$ cat src/rtl/bp_pkg.sv
`default_nettype none
// ============================================================================
// Module   : bp_pkg
// Purpose  : Shared definitions for the associative branch target buffer:
//            counter threshold/saturation helpers, sweep state encoding and
//            the associativity legality check.
// Revision : 1.0 - initial release
// ============================================================================
package bp_pkg;

    typedef enum logic [0:0] {
        IDLE  = 1'b0,
        SWEEP = 1'b1
    } sweep_state_t;

    // Smallest counter value that predicts taken.
    function automatic int ctr_thresh(input int ctr_bits);
        return 1 << (ctr_bits - 1);
    endfunction

    // Upper saturation value of the prediction counter.
    function automatic int ctr_max(input int ctr_bits);
        return (1 << ctr_bits) - 1;
    endfunction

    function automatic bit ways_legal(input int ways);
        return (ways == 1) || (ways == 2) || (ways == 4) || (ways == 8);
    endfunction

endpackage
`default_nettype wire

$ cat src/rtl/bp_plru.sv
`default_nettype none
// ============================================================================
// Module   : bp_plru
// Purpose  : Combinational tree pseudo-LRU helper for one set.
//            Node bits are stored heap-ordered (node 0 = root, children of
//            node n are 2n+1 / 2n+2). A node bit of 0 points the victim
//            search to the lower half, 1 to the upper half.
// Ports    : plru_bits  - current tree state of the set
//            victim     - way the tree currently points at
//            access_way - way being touched
//            next_bits  - tree state after touching access_way
// Revision : 1.0 - initial release
// ============================================================================
module bp_plru #(
    parameter int WAYS   = 2,
    parameter int WAY_W  = (WAYS > 1) ? $clog2(WAYS) : 1,
    parameter int PLRU_W = (WAYS > 1) ? WAYS - 1 : 1
) (
    input  logic [PLRU_W-1:0] plru_bits,
    input  logic [WAY_W-1:0]  access_way,
    output logic [WAY_W-1:0]  victim,
    output logic [PLRU_W-1:0] next_bits
);

    if (WAYS == 1) begin : g_single
        // Direct-mapped: nothing to choose and nothing to track.
        logic unused_plru;
        assign unused_plru = ^{plru_bits, access_way};
        assign victim      = '0;
        assign next_bits   = '0;
    end else begin : g_tree
        localparam int LEVELS = $clog2(WAYS);

        // Follow the node bits from the root; each step appends one way bit.
        always_comb begin
            int                node;
            logic [PLRU_W-1:0] bits_sh;
            logic              dir;
            node    = 0;
            bits_sh = '0;
            dir     = 1'b0;
            victim  = '0;
            for (int l = 0; l < LEVELS; l++) begin
                bits_sh = plru_bits >> node;
                dir     = bits_sh[0];
                victim  = WAY_W'({victim, dir});
                node    = 2 * node + 1 + (dir ? 1 : 0);
            end
        end

        // Walk the accessed way's path and point every node on it away.
        always_comb begin
            int                node;
            logic [WAY_W-1:0]  way_sh;
            logic [PLRU_W-1:0] mask;
            logic              dir;
            node      = 0;
            way_sh    = '0;
            mask      = '0;
            dir       = 1'b0;
            next_bits = plru_bits;
            for (int l = 0; l < LEVELS; l++) begin
                way_sh    = access_way >> (LEVELS - 1 - l);
                dir       = way_sh[0];
                mask      = PLRU_W'(1) << node;
                next_bits = dir ? (next_bits & ~mask) : (next_bits | mask);
                node      = 2 * node + 1 + (dir ? 1 : 0);
            end
        end
    end

endmodule
`default_nettype wire

$ cat src/rtl/bp_btb_assoc.sv
`default_nettype none
// ============================================================================
// Module   : bp_btb_assoc
// Purpose  : Set-associative branch target buffer with saturating taken
//            counters and tree-PLRU replacement; fetch-stage predictor.
//            Every resolved branch trains it; a multi-cycle sweep
//            invalidates all sets.
// Ports    : clk, RESET_N (async, active low)
//            PC_F -> PrPCSrc_F / PrALUResult_F : combinational prediction
//            Branch_E, PC_E, PCSrc_E, ALUResult_E : resolved-branch update
//            Flush_req -> Busy : invalidate sweep control / status
//            Stat_Upd, Stat_Alloc, Stat_Hit : only with BP_STATS_EN
// Options  : `define BP_STATS_EN to compile in the statistics counters.
// Revision : 1.0 - initial release
// ============================================================================
module bp_btb_assoc
    import bp_pkg::*;
#(
    parameter int ENTRY_BITS = 4,
    parameter int WAYS       = 2,
    parameter int CTR_BITS   = 2
) (
    input  logic        clk,
    input  logic        RESET_N,
    input  logic [31:0] PC_F,
    output logic        PrPCSrc_F,
    output logic [31:0] PrALUResult_F,
    input  logic        Branch_E,
    input  logic [31:0] PC_E,
    input  logic        PCSrc_E,
    input  logic [31:0] ALUResult_E,
    input  logic        Flush_req,
    output logic        Busy
`ifdef BP_STATS_EN
    ,
    output logic [31:0] Stat_Upd,
    output logic [31:0] Stat_Alloc,
    output logic [31:0] Stat_Hit
`endif
);

    localparam int SETS   = 1 << ENTRY_BITS;
    localparam int TAG_W  = 30 - ENTRY_BITS;
    localparam int WAY_W  = (WAYS > 1) ? $clog2(WAYS) : 1;
    localparam int PLRU_W = (WAYS > 1) ? WAYS - 1 : 1;
    localparam logic [CTR_BITS-1:0] CTR_T    = CTR_BITS'(ctr_thresh(CTR_BITS));
    localparam logic [CTR_BITS-1:0] CTR_MAX  = CTR_BITS'(ctr_max(CTR_BITS));
    localparam logic [CTR_BITS-1:0] CTR_INIT = CTR_BITS'(ctr_thresh(CTR_BITS) - 1);

    if (!ways_legal(WAYS) || CTR_BITS < 2) begin : g_bad_params
        $error("bp_btb_assoc: WAYS must be 1/2/4/8 and CTR_BITS >= 2");
    end

    logic [WAYS-1:0]     valid_q  [SETS];
    logic [TAG_W-1:0]    tag_q    [SETS][WAYS];
    logic [31:0]         target_q [SETS][WAYS];
    logic [CTR_BITS-1:0] ctr_q    [SETS][WAYS];
    logic [PLRU_W-1:0]   plru_q   [SETS];

    sweep_state_t          state, state_nx;
    logic [ENTRY_BITS-1:0] sweep_idx;

    logic unused_pc_bits;
    assign unused_pc_bits = ^{PC_F[1:0], PC_E[1:0]};

    assign Busy = (state == SWEEP);

    // ---------------- fetch lookup ----------------
    logic [ENTRY_BITS-1:0] idx_f;
    logic [TAG_W-1:0]      tag_f;
    logic                  hit_f, pred_taken;
    logic [WAY_W-1:0]      way_f;

    assign idx_f = PC_F[ENTRY_BITS+1:2];
    assign tag_f = PC_F[31:ENTRY_BITS+2];

    // Descending scan so the lowest-numbered matching way wins.
    always_comb begin
        hit_f = 1'b0;
        way_f = '0;
        for (int w = WAYS - 1; w >= 0; w--) begin
            if (valid_q[idx_f][w] && (tag_q[idx_f][w] == tag_f)) begin
                hit_f = 1'b1;
                way_f = WAY_W'(w);
            end
        end
    end

    assign pred_taken    = hit_f && (ctr_q[idx_f][way_f] >= CTR_T) && !Busy;
    assign PrPCSrc_F     = pred_taken;
    assign PrALUResult_F = pred_taken ? target_q[idx_f][way_f] : 32'h0;

    // ---------------- execute lookup ----------------
    logic [ENTRY_BITS-1:0] idx_e;
    logic [TAG_W-1:0]      tag_e;
    logic                  hit_e, have_inv;
    logic [WAY_W-1:0]      way_e, inv_way, victim_way, alloc_way, touch_way;
    logic [PLRU_W-1:0]     plru_next;
    logic                  upd_en, do_hit, do_alloc;

    assign idx_e = PC_E[ENTRY_BITS+1:2];
    assign tag_e = PC_E[31:ENTRY_BITS+2];

    always_comb begin
        hit_e    = 1'b0;
        way_e    = '0;
        have_inv = 1'b0;
        inv_way  = '0;
        for (int w = WAYS - 1; w >= 0; w--) begin
            if (valid_q[idx_e][w] && (tag_q[idx_e][w] == tag_e)) begin
                hit_e = 1'b1;
                way_e = WAY_W'(w);
            end
            if (!valid_q[idx_e][w]) begin
                have_inv = 1'b1;
                inv_way  = WAY_W'(w);
            end
        end
    end

    assign alloc_way = have_inv ? inv_way : victim_way;
    assign touch_way = hit_e ? way_e : alloc_way;

    bp_plru #(
        .WAYS   (WAYS),
        .WAY_W  (WAY_W),
        .PLRU_W (PLRU_W)
    ) u_plru (
        .plru_bits  (plru_q[idx_e]),
        .access_way (touch_way),
        .victim     (victim_way),
        .next_bits  (plru_next)
    );

    // A flush request in the same cycle takes priority over the update.
    assign upd_en   = Branch_E && (state == IDLE) && !Flush_req;
    assign do_hit   = upd_en && hit_e;
    assign do_alloc = upd_en && !hit_e && PCSrc_E;

    // ---------------- sweep FSM ----------------
    always_ff @(posedge clk or negedge RESET_N) begin
        if (!RESET_N) begin
            state     <= IDLE;
            sweep_idx <= '0;
        end else begin
            state <= state_nx;
            if (state == IDLE) begin
                sweep_idx <= '0;
            end else begin
                sweep_idx <= sweep_idx + 1'b1;
            end
        end
    end

    always_comb begin
        state_nx = state;
        case (state)
            IDLE:    if (Flush_req)   state_nx = SWEEP;
            SWEEP:   if (&sweep_idx)  state_nx = IDLE;
            default: state_nx = IDLE;
        endcase
    end

    // ---------------- state arrays ----------------
    always_ff @(posedge clk or negedge RESET_N) begin
        if (!RESET_N) begin
            for (int s = 0; s < SETS; s++) begin
                valid_q[s] <= '0;
                plru_q[s]  <= '0;
                for (int w = 0; w < WAYS; w++) begin
                    ctr_q[s][w] <= CTR_INIT;
                end
            end
        end else if (state == SWEEP) begin
            valid_q[sweep_idx] <= '0;
            plru_q[sweep_idx]  <= '0;
        end else if (do_hit) begin
            if (PCSrc_E) begin
                if (ctr_q[idx_e][way_e] != CTR_MAX)
                    ctr_q[idx_e][way_e] <= ctr_q[idx_e][way_e] + 1'b1;
            end else begin
                if (ctr_q[idx_e][way_e] != '0)
                    ctr_q[idx_e][way_e] <= ctr_q[idx_e][way_e] - 1'b1;
            end
            plru_q[idx_e] <= plru_next;
        end else if (do_alloc) begin
            valid_q[idx_e][alloc_way] <= 1'b1;
            ctr_q[idx_e][alloc_way]   <= CTR_T;
            plru_q[idx_e]             <= plru_next;
        end
    end

    // Tag and target are qualified by the valid bit, so they need no reset.
    always_ff @(posedge clk) begin
        if (do_hit && PCSrc_E) begin
            target_q[idx_e][way_e] <= ALUResult_E;
        end else if (do_alloc) begin
            tag_q[idx_e][alloc_way]    <= tag_e;
            target_q[idx_e][alloc_way] <= ALUResult_E;
        end
    end

`ifdef BP_STATS_EN
    always_ff @(posedge clk or negedge RESET_N) begin
        if (!RESET_N) begin
            Stat_Upd   <= '0;
            Stat_Alloc <= '0;
            Stat_Hit   <= '0;
        end else if ((state == IDLE) && Flush_req) begin
            Stat_Upd   <= '0;
            Stat_Alloc <= '0;
            Stat_Hit   <= '0;
        end else begin
            Stat_Upd   <= Stat_Upd   + 32'(upd_en);
            Stat_Alloc <= Stat_Alloc + 32'(do_alloc);
            Stat_Hit   <= Stat_Hit   + 32'(do_hit);
        end
    end
`endif

endmodule
`default_nettype wire

$ cat config.mk
export PLATFORM = sky130hd
export DESIGN_NAME = bp_btb_assoc
export DESIGN_NICKNAME = d
export VERILOG_FILES = /design/src/rtl/bp_pkg.sv /design/src/rtl/bp_plru.sv /design/src/rtl/bp_btb_assoc.sv
export SDC_FILE = /design/constraint.sdc
export NUM_CORES = 2
export LEC_CHECK = 0
export ABC_AREA = 0
export ABC_CLOCK_PERIOD_IN_PS = 7700
export CORE_AREA = 2 2 471 473
export CTS_CLUSTER_SIZE = 24
export DETAILED_ROUTE_END_ITERATION = 12
export DIE_AREA = 0 0 473 475
export PLACE_DENSITY = 0.61
export SLEW_MARGIN = 20
export SYNTH_ARGS = -nofsm -noshare
export SYNTH_HDL_FRONTEND = slang
export SYNTH_SLANG_ARGS = --single-unit
$ cat constraint.sdc
create_clock -name clk -period 7.7 [get_ports clk]
set_input_delay 1.54 -clock clk [delete_from_list [all_inputs] [get_ports clk]]
set_output_delay 1.54 -clock clk [all_outputs]
set_load 0.01 [all_outputs]
==> summary.txt <==
Yosys top cell area share = 0.6541
Mapped Nets = 4209
postcts setup bufs = 0
clock power share = 0.416
Power Total = 0.02328 W
DR WL/cell = 31.40 um
Slew Limit Headroom = 0.2303
Fillers = 18450
Initial DRC Count = 5006
cts bufs inserted = 205
Post-synth top flop = edfxtp_1
syn avg cell area = 20.77 um^2
final number of hold-violating endpoints = 0
Reg power frac = 0.510
Int Pwr = 0.01799 W
Mapped Cells = 4102
GR Overflow Total = 0
largest net degree at the start of global routing = 94
P per Cell Area = 235.9 nW/um^2
post-synthesis cell type count = 73
total track usage = 0.2091
vias per cell = 5.977
crit share post-route = 0.9897
clock sinks = 1973
critical path arrival = 6.08 ns
Final ANT Viol Nets = 0
core area = 219100 um^2
topmost layer with routed signal wires = met5
Die ar. = 224700 um^2
PortBufs = 130
routed wire length = 235600 um
max-slew violations = 0
synthesis-to-finish area growth = 15.82%
crit-path cells = buf_8 > buf_12 > mux4_2 > mux4_2 > xnor2_1 > nand4_1 > nor4_1 > buf_4 > and4_1 > o21bai_4 > buf_12 > nor2_1 > buf_4 > clkdlybuf4s50_1
row cnt = 172
Setup TNS Final = 0 ns
VDD IR max = 236.5 uV
Worst Path Class, Setup = in2out
pre-CTS setup slack = 0.05847 ns
Vias = 44854
Post-synth EDFFs = 1856
routed wl met2 = 113100 um
Crit path largest cell delay = 0.61 ns
drt first pass iters = 6
switching power = 0.005288 W
CP max stage cell = nor4_1
P_leak = 31.67 nW
crit path time final = 7.621 ns
RD Place Congestion = 0.8977
Worst Slack Setup Final = 0.07935 ns
# setup viols final = 0
CP top delay family = buffers and inverters
worst skew pair latency = 0.88 ns
maximum clock path buffer count = 3
critical path required time = 6.16 ns
FFs w/ async S/R, synth = 0.05930
Worst Hold Class = reg2reg
share of layout cells above drive strength 1 = 0.3220
DR DRC count = 0
Seq/Total Area, Yosys = 0.6890
Syn Std Cell Area = 85200 um^2
initial core utilization = 0.3889
CP endpoint kind = output port
die height = 475 um
Root Driver = clkbuf_16
r2r startpoint = tag_q[8][9]$_DFFE_PP_
initial antenna violation count = 9
Peak Freq = 131.2 MHz
combinational power share = 0.074
startpoint types = input pin
Worst-path clk slew = 0.06 ns
min-delay src = ctr_q[32]$_DFFE_PN1P_
Buf/Inv on CP = 6
Inst Count DP = 7121
first-pass GRT wire length = 336700 um
IO Count = 135
crit path max fanout = 42
Final nets = 4564
H-tree Lvls = 4
Ys Warns = 0
status = complete, no violations
post-route insts no fill = 7504
Post-DP HPWL = 142500 um
DIE WIDTH = 473 um
CTS tree = yes
max-cap violation count = 0
vias in the first global route = 45621
CP startpoint = PC_F[4]
post-layout util = 0.4504
met3 routed WL = 18900 um
Post-Route Skew = 0.08597 ns
Synth Register Bits = 1973
Worst-Margin Slew = 1.151 ns
area leader, netlist = edfxtp_1
sw frac = 0.2271
largest cells by area after synthesis = edfxtp_1 (65%), mux4_2 (20%), mux2i_1 (2.8%), dfrtp_1 (2.5%), dfstp_2 (0.99%)
Met1 Wirelength = 97080 um
## cells in the mapped netlist, types with 5 or more instances
library cell / number
edfxtp_1: 1856
mux4_2: 760
mux2i_1: 236
clkbuf_1: 121
nor2_1: 117
xnor2_1: 95
dfrtp_1: 85
o21ai_0: 80
nand2_1: 70
buf_2: 57
buf_1: 55
o22ai_1: 45
a21oi_1: 36
o21a_1: 36
inv_1: 34
dfstp_2: 32
nand4_1: 31
nor3_1: 26
xor2_1: 26
a22oi_1: 21
mux2_2: 21
a22o_1: 20
and2_1: 20
nand3_1: 18
and3_1: 16
nor2b_1: 16
buf_6: 15
mux4_1: 12
nor4_1: 12
a221oi_1: 10
a2bb2oi_1: 10
a211oi_1: 9
buf_4: 9
o31ai_1: 8
nand2b_1: 7
a21o_1: 6
ha_1: 6
buf_12: 5
## tightest hold or removal path, stage by stage, from the launching register on
cell	delay (ns)
dfstp_2	0.37
inv_1	0.04
o22ai_1	0.05
## sequential cells by signal, summed over array words and instances (netlist names)
register and cells:
target_q 1024, tag_q 832, ctr_q 64, valid_q 32
plru_q 16, sweep_idx 4, Busy 1
## cell type report
cell class | count | area (um^2) | area share
Sequential cell | 1973 | 58700 | 0.5949
Multi-Input combinational cell | 1823 | 25440 | 0.2578
Clock buffer | 257 | 5390 | 0.05462
Timing Repair Buffer | 418 | 4239 | 0.04296
Tap cell | 2871 | 3592 | 0.03640
Clock inverter | 121 | 1169 | 0.01184
Inverter | 36 | 136.4 | 0.001382
Antenna cell | 5 | 12.51 | 0.0001268
## logic make-up after synthesis
logic type                 synth area share
xor gates and xnor gates            0.01244
muxes                                0.2351
adders and majority gates         0.0008811
and+or+nand+nor                     0.02068
buffers and inverters               0.01770
AOI/OAI and AO/OA                   0.02423
DFF                                  0.6890
## metrics by stage
step | hold WS, ns | cell area [um^2]
after floorplan | 0.4423 | 85200
after global placement | 0.4543 | 92170
after detailed placement | 0.4535 | 92170
after CTS | 0.4635 | 98730
after global routing | 0.4772 | 98670
final | 0.4628 | 98680
## power by group through the flow
stage	clock [W]	combinational (W)	sequential [W]
detailed placement	0	0.00174	0.0121
global route	0.0103	0.00184	0.0119
finish	0.00968	0.00173	0.0119
global placement	0	0.00171	0.0121
CTS	0.00986	0.00174	0.0119
floorplan	0	0.00105	0.0121
## final timing paths
| check | end | slack [ns] | cells past startpoint |
|---|---|---|---|
| min reg2reg | ctr_q[32]$_DFFE_PN1P_ | 0.46 | 2 |
| max | PrALUResult_F[0] | 0.08 | 14 |
| min | ctr_q[32]$_DFFE_PN1P_ | 0.46 | 2 |
| max reg2reg | ctr_q[37]$_DFFE_PN0P_ | 2.50 | 17 |
| min in group asynchronous | Busy$_DFF_PN0_ | 0.72 | 1 |
| max in group asynchronous | ctr_q[59]$_DFFE_PN0P_ | 5.62 | 2 |
## routing by layer
layer | vias to the layer above | track usage
li1 | 18155 | -
met1 | 24245 | 0.2923
met2 | 2079 | 0.3348
met3 | 373 | 0.03910
met4 | 2 | 0.06156
met5 | - | 0
## layout by cell type (no fill, tap or decap), types with 31 or more instances in the layout
cell type,Yosys,final
edfxtp_1,1856,1856
mux4_2,760,760
mux2i_1,236,235
buf_4,9,222
clkbuf_16,0,206
clkdlybuf4s50_1,0,104
xnor2_1,95,95
dfrtp_1,85,85
o21ai_0,80,80
nand2_1,70,70
nor2_1,117,69
buf_12,5,67
clkinv_1,0,53
nor2_4,0,48
clkbuf_1,121,46
o22ai_1,45,45
a21oi_1,36,36
o21a_1,36,36
inv_1,34,34
dfstp_2,32,32
clkinv_2,0,31
nand4_1,31,31
## what timing repair did
| action | in CTS | in global routing |
|---|---|---|
| hold buffers | 0 | 0 |
| resized for setup | 0 | 3 |
| endpoints found under the setup margin | 0 | 19 |
| hold endpoints to repair | 0 | 0 |
Power figures use the tool's default switching activity.
